==> src/rtl/alu_pkg.sv <==
// Shared ALU definitions: result record layout and default sizes for the
// result FIFO that sits directly downstream of the ALU.
package alu_pkg;

   localparam int ALU_WIDTH      = 8;
   localparam int RES_FIFO_DEPTH = 8;

   // Saturation ceiling of the dropped-result counter
   localparam logic [7:0] DROP_CNT_MAX = 8'hFF;

   // One ALU result as stored in the FIFO: carry on top, data below
   typedef struct packed {
      logic                 carry;
      logic [ALU_WIDTH-1:0] out;
   } alu_res_t;

endpackage

==> src/rtl/alu_res_mem.sv <==
// Result storage: DEPTH x alu_res_t, one synchronous write port and one
// asynchronous (combinational) read port for first-word fall-through.
// Contents are deliberately not reset.
module alu_res_mem
   import alu_pkg::*;
#(
   parameter int DEPTH = RES_FIFO_DEPTH,
   localparam int AW   = $clog2(DEPTH)
) (
   input  logic          clk,
   input  logic          we_i,
   input  logic [AW-1:0] waddr_i,
   input  alu_res_t      wdata_i,
   input  logic [AW-1:0] raddr_i,
   output alu_res_t      rdata_o
);

   alu_res_t mem_q [DEPTH];

   // Write the accepted result into its slot
   always_ff @(posedge clk) begin
      if (we_i) begin
         mem_q[waddr_i] <= wdata_i;
      end
   end

   assign rdata_o = mem_q[raddr_i];

endmodule

==> src/rtl/alu_result_fifo.sv <==
// ALU result FIFO: captures {carry, out} on every ALU ready strobe, presents
// the oldest entry combinationally, and counts results lost while full.
// A full FIFO still accepts a strobe when the head is popped the same cycle.
module alu_result_fifo
   import alu_pkg::*;
#(
   parameter int WIDTH = ALU_WIDTH,
   parameter int DEPTH = RES_FIFO_DEPTH
) (
   input  logic                   clk,
   input  logic                   nrst,
   input  logic                   alu_ready,
   input  logic [WIDTH-1:0]       alu_out,
   input  logic                   alu_carry,
   output logic                   res_valid,
   input  logic                   res_ready,
   output logic [WIDTH-1:0]       res_data,
   output logic                   res_carry,
   output logic [$clog2(DEPTH):0] count,
   output logic                   full,
   output logic                   empty,
   output logic                   overflow,
   output logic [7:0]             drop_cnt,
   input  logic                   clr_ovf
);

   localparam int PW = $clog2(DEPTH);
   localparam int CW = PW + 1;

   localparam logic [PW-1:0] PTR_ONE  = PW'(1);
   localparam logic [CW-1:0] CNT_ONE  = CW'(1);
   localparam logic [CW-1:0] CNT_FULL = CW'(DEPTH);

   // Storage is typed by alu_res_t, so the data width must match the ALU
   if (WIDTH != ALU_WIDTH || DEPTH < 2 || (DEPTH & (DEPTH - 1)) != 0) begin : g_bad_param
      $error("alu_result_fifo: WIDTH must equal ALU_WIDTH and DEPTH must be a power of two >= 2");
   end

   // Saturating increment of the drop counter
   function automatic logic [7:0] sat_inc(input logic [7:0] v);
      return (v == DROP_CNT_MAX) ? DROP_CNT_MAX : v + 8'd1;
   endfunction

   logic [PW-1:0] wr_ptr_q, wr_ptr_d;
   logic [PW-1:0] rd_ptr_q, rd_ptr_d;
   logic [CW-1:0] count_q, count_d;
   logic          overflow_q, overflow_d;
   logic [7:0]    drop_cnt_q, drop_cnt_d;

   logic     push;
   logic     pop;
   logic     drop;
   alu_res_t wr_res;
   alu_res_t rd_res;

   assign empty     = (count_q == '0);
   assign full      = (count_q == CNT_FULL);
   assign res_valid = ~empty;
   assign count     = count_q;
   assign overflow  = overflow_q;
   assign drop_cnt  = drop_cnt_q;

   assign pop  = res_valid & res_ready;
   assign push = alu_ready & (~full | pop);
   assign drop = alu_ready & full & ~pop;

   assign wr_res.carry = alu_carry;
   assign wr_res.out   = alu_out;

   assign res_data  = rd_res.out;
   assign res_carry = rd_res.carry;

   alu_res_mem #(
      .DEPTH (DEPTH)
   ) u_mem (
      .clk     (clk),
      .we_i    (push),
      .waddr_i (wr_ptr_q),
      .wdata_i (wr_res),
      .raddr_i (rd_ptr_q),
      .rdata_o (rd_res)
   );

   // Next-state for pointers, occupancy and drop bookkeeping
   always_comb begin
      wr_ptr_d   = wr_ptr_q;
      rd_ptr_d   = rd_ptr_q;
      count_d    = count_q;
      overflow_d = overflow_q;
      drop_cnt_d = drop_cnt_q;

      if (push) begin
         wr_ptr_d = wr_ptr_q + PTR_ONE;
      end
      if (pop) begin
         rd_ptr_d = rd_ptr_q + PTR_ONE;
      end

      unique case ({push, pop})
         2'b10:   count_d = count_q + CNT_ONE;
         2'b01:   count_d = count_q - CNT_ONE;
         default: count_d = count_q;
      endcase

      // A drop in the same cycle as a clear wins and restarts the count at 1
      if (drop) begin
         overflow_d = 1'b1;
         drop_cnt_d = clr_ovf ? 8'd1 : sat_inc(drop_cnt_q);
      end else if (clr_ovf) begin
         overflow_d = 1'b0;
         drop_cnt_d = 8'd0;
      end
   end

   // Control state; reset empties the FIFO immediately
   always_ff @(posedge clk or negedge nrst) begin
      if (!nrst) begin
         wr_ptr_q   <= '0;
         rd_ptr_q   <= '0;
         count_q    <= '0;
         overflow_q <= 1'b0;
         drop_cnt_q <= 8'd0;
      end else begin
         wr_ptr_q   <= wr_ptr_d;
         rd_ptr_q   <= rd_ptr_d;
         count_q    <= count_d;
         overflow_q <= overflow_d;
         drop_cnt_q <= drop_cnt_d;
      end
   end

endmodule

==> config.mk <==
export PLATFORM = sky130hd
export DESIGN_NAME = alu_result_fifo
export DESIGN_NICKNAME = d
export VERILOG_FILES = /design/src/rtl/alu_pkg.sv /design/src/rtl/alu_res_mem.sv /design/src/rtl/alu_result_fifo.sv
export SDC_FILE = /design/constraint.sdc
export NUM_CORES = 1
export LEC_CHECK = 0
export ABC_AREA = 1
export CAP_MARGIN = 20
export CORE_MARGIN = 2
export CORE_UTILIZATION = 50
export CTS_CLUSTER_DIAMETER = 120
export DETAILED_ROUTE_END_ITERATION = 8
export PLACE_DENSITY = 0.7
export SLEW_MARGIN = 0
export SYNTH_ARGS = -nofsm -noshare
export SYNTH_HDL_FRONTEND = slang
export SYNTH_SLANG_ARGS = --single-unit
==> constraint.sdc <==
create_clock -name clk -period 4.25 [get_ports clk]
set_input_delay 0.425 -clock clk [delete_from_list [all_inputs] [get_ports clk]]
set_output_delay 0.425 -clock clk [all_outputs]
set_load 0.02 [all_outputs]
==> results.md <==
* Grt total ovfl at 0
* H-tree Lvls at 3
* Top delay family on crit path: buffers and inverters
* Initial antenna violation count at 0
* Layout area overhead at 17.9%
* Clock Tree Buf Depth at 2
* Router iterations before antenna repair at 4
* Largest net degree at the start of global routing at 38
* Run status: finished clean
* Post_cts resized at 0
* Final setup TNS at 0 ns
* Highest Clock Rate at 365 MHz
* Slew of the pin with the lowest slew margin at between 0.8 and 0.9 ns
* CTS sink cnt at 91
* Die Wd at just over 90 um
* Antenna cells at 0
* Worst R2R Start: count[2]
* Maximum fanout along the worst path at 37
* TritonCTS buffer count at 9
* Post-synth cell types at 32
* Crit path required time at 3.83 ns
* Pre-CTS setup slack at between 1.5 and 2 ns
* Slowest stage delay, CP at 0.60 ns
* Pwr dens at around 640 nW/um2
* Clk Tree Root Cell: clkbuf_8
* Number of top-level pins at 39
* GPL Wtd Cong at 0.843
* DR vias at roughly 2600
* Hold_ws at between 0.4 and 0.5 ns
* Hpwl dp at 4710 um
* R2R setup slack at between 2 and 2.5 ns
* Commonest non-fill, non-tap cells in the layout: 77 x nand2_1, 72 x edfxtp_1, 51 x nor2_1, 40 x o21ai_0, 38 x clkdlybuf4s50_1
* First-pass GRT wire length at 11900 um
* Crit path from: rd_ptr_q[0]
* First DRT Iteration DRCs at ~170
* Hold Crit Class: register to register
* Clock Skews at roughly 0.014 ns
* Remaining DRCs at 0
* Average wire per standard cell at 14.4 um
* Placed Instances at 484
* RSZ-0062 raised after global routing: no
* Final setup viols at 0
* GRT Total Usage at 0.181
* CP endpoint kind: primary output
* Clk Latency, worst-skew pair at between 0.3 and 0.4 ns
* Number of synthesized register bits at 91
* Leak Pwr at 0.00184 uW
* Post-CTS setup buffer count at 0
* Final cell count without fillers at 500
* CP Class: register to primary output
* Worst relative slew slack at 0.413
* Clock Pin Slew Worst Setup and Hold Paths at ~0.09 ns
* CTS Hold Buffers Added at 0
* Die ar. at 8620 um2
* Commonest non-fill, non-tap cell in the layout: nand2_1
* Row cnt at 32
* Post-Syn Nets at approximately 370
* Post-route ant nets at 0
* Area of the multi-input gates at roughly 1200 um2
* Syn Std Cell Area at slightly below 4000 um2
* Worst Path Buf+Inv at 2
* Final min period at around 2.7 ns
* CP Cell Sequence: buf_4 -> o21ai_0 -> o21ai_0 -> nand2_1 -> nand2_1 -> clkdlybuf4s50_1
* Final wirelength at between 7000 and 8000 um
* Synth Instances at roughly 350
* Hold path startpoint: overflow
* Tcrit/Tclk final at 0.645
* Mean Syn Cell Area at 11.2 um2
* Die extent in y at a little over 90 um
* CP Launch Type: register
* Core area at 7690 um2
* Worst vdd ir at around 0.00051 V
* Share of layout cells above drive strength 1 at 0.0779
* IO buf count at 38
* Max-cap check violation count at 0
* CP arrival at 2.32 ns
* Seq/Total Area, Yosys at 0.669
* Initial core utilization at 0.513
* PnR Total Power at 2990 uW
* Final WS setup at about 1.5 ns
* Vias per cell at about 5.2
* Slew Limit Fails at 0
* Synth warn at 0
* Vias in the first global route at between 2000 and 3000
* Fin nets at between 400 and 500
* Slowest cell on crit path: clkdlybuf4s50_1
* CTS tree: yes
* Final hold vios at 0
* Register Area at around 2600 um2
* Fillers at between 600 and 700
cell families after synthesis:
family	Yosys count	synth area share
adders and majority gates	6	0.0209
and+or+nand+nor	153	0.166
DFF	91	0.669
buffers and inverters	33	0.0352
muxes	10	0.0257
xor gates and xnor gates	5	0.0111
AOI/OAI and AO/OA	55	0.0726
tightest hold or removal path, cell delays in order, from the launching register on:
cell and delay, ns:
dfrtp_1 0.35, nand2_1 0.06, nand2_1 0.06
state kept, by name, summed over array words and instances (netlist names):
| signal | flops |
|---|---|
| wr_ptr_q | 3 |
| u_mem.mem_q | 72 |
| rd_ptr_q | 3 |
| overflow | 1 |
| drop_cnt | 8 |
| count | 4 |
final cells by class:
| type | count | area share |
|---|---|---|
| clock buffers | 9 | 0.0266 |
| well taps | 102 | 0.0274 |
| clock inverters | 7 | 0.0250 |
| repair buffers | 40 | 0.0850 |
| multi-input cells | 229 | 0.251 |
| inverters | 22 | 0.0178 |
| flip-flops and latches | 91 | 0.567 |
power by group:
part           switching (uW)  leakage, uW  internal, uW
Clock                     289     0.000121           390
Combinational             685     0.000820           438
Sequential               82.3     0.000896          1110
layer usage:
layer / GRT usage / share of wire
met3: 0.0399 / 0.053
met2: 0.299 / 0.50
met5: 0 / 0
met4: 0.0919 / 0.018
met1: 0.223 / 0.43
metrics by stage:
step                instance area, um2   util
floorplan                         3950      -
global placement                  4410  0.574
detailed placement                4410  0.574
CTS                               4650  0.605
global route                      4650  0.605
finish                            4650  0.605
synth_stat cells:
library cell	count	share of area
nand2_1	77	0.073
edfxtp_1	72	0.55
nor2_1	51	0.049
o21ai_0	40	0.051
dfrtp_1	19	0.12
inv_1	17	0.016
nand3_1	12	0.015
mux2i_1	9	0.023
o22ai_1	9	0.014
buf_2	6	0.0076
ha_1	5	0.016
inv_2	4	0.0038
o21ai_1	4	0.0051
xor2_1	4	0.0089
a21oi_1	2	0.0025
buf_4	2	0.0038
clkbuf_1	2	0.0019
nand2_2	2	0.0032
nand4_1	2	0.0032
or2_2	2	0.0032
buf_1	1	0.00095
clkinv_1	1	0.00095
fa_1	1	0.0051
mux2_2	1	0.0029
nand2_4	1	0.0029
nand3_4	1	0.0044
nor2_2	1	0.0016
nor2_8	1	0.0051
nor3_1	1	0.0013
nor3_2	1	0.0025
or2_1	1	0.0016
xnor2_1	1	0.0022
path summary, 6_finish.rpt:
path | end | depth (start not counted)
max in group asynchronous | wr_ptr_q[2] | 1
worst min-delay path | overflow | 2
worst min register to register | overflow | 2
min in group asynchronous | drop_cnt[6] | 1
worst max register to register | u_mem.mem_q[6][2] | 5
worst max-delay path | res_data[4] | 6
(Power assumes the default switching activity.)
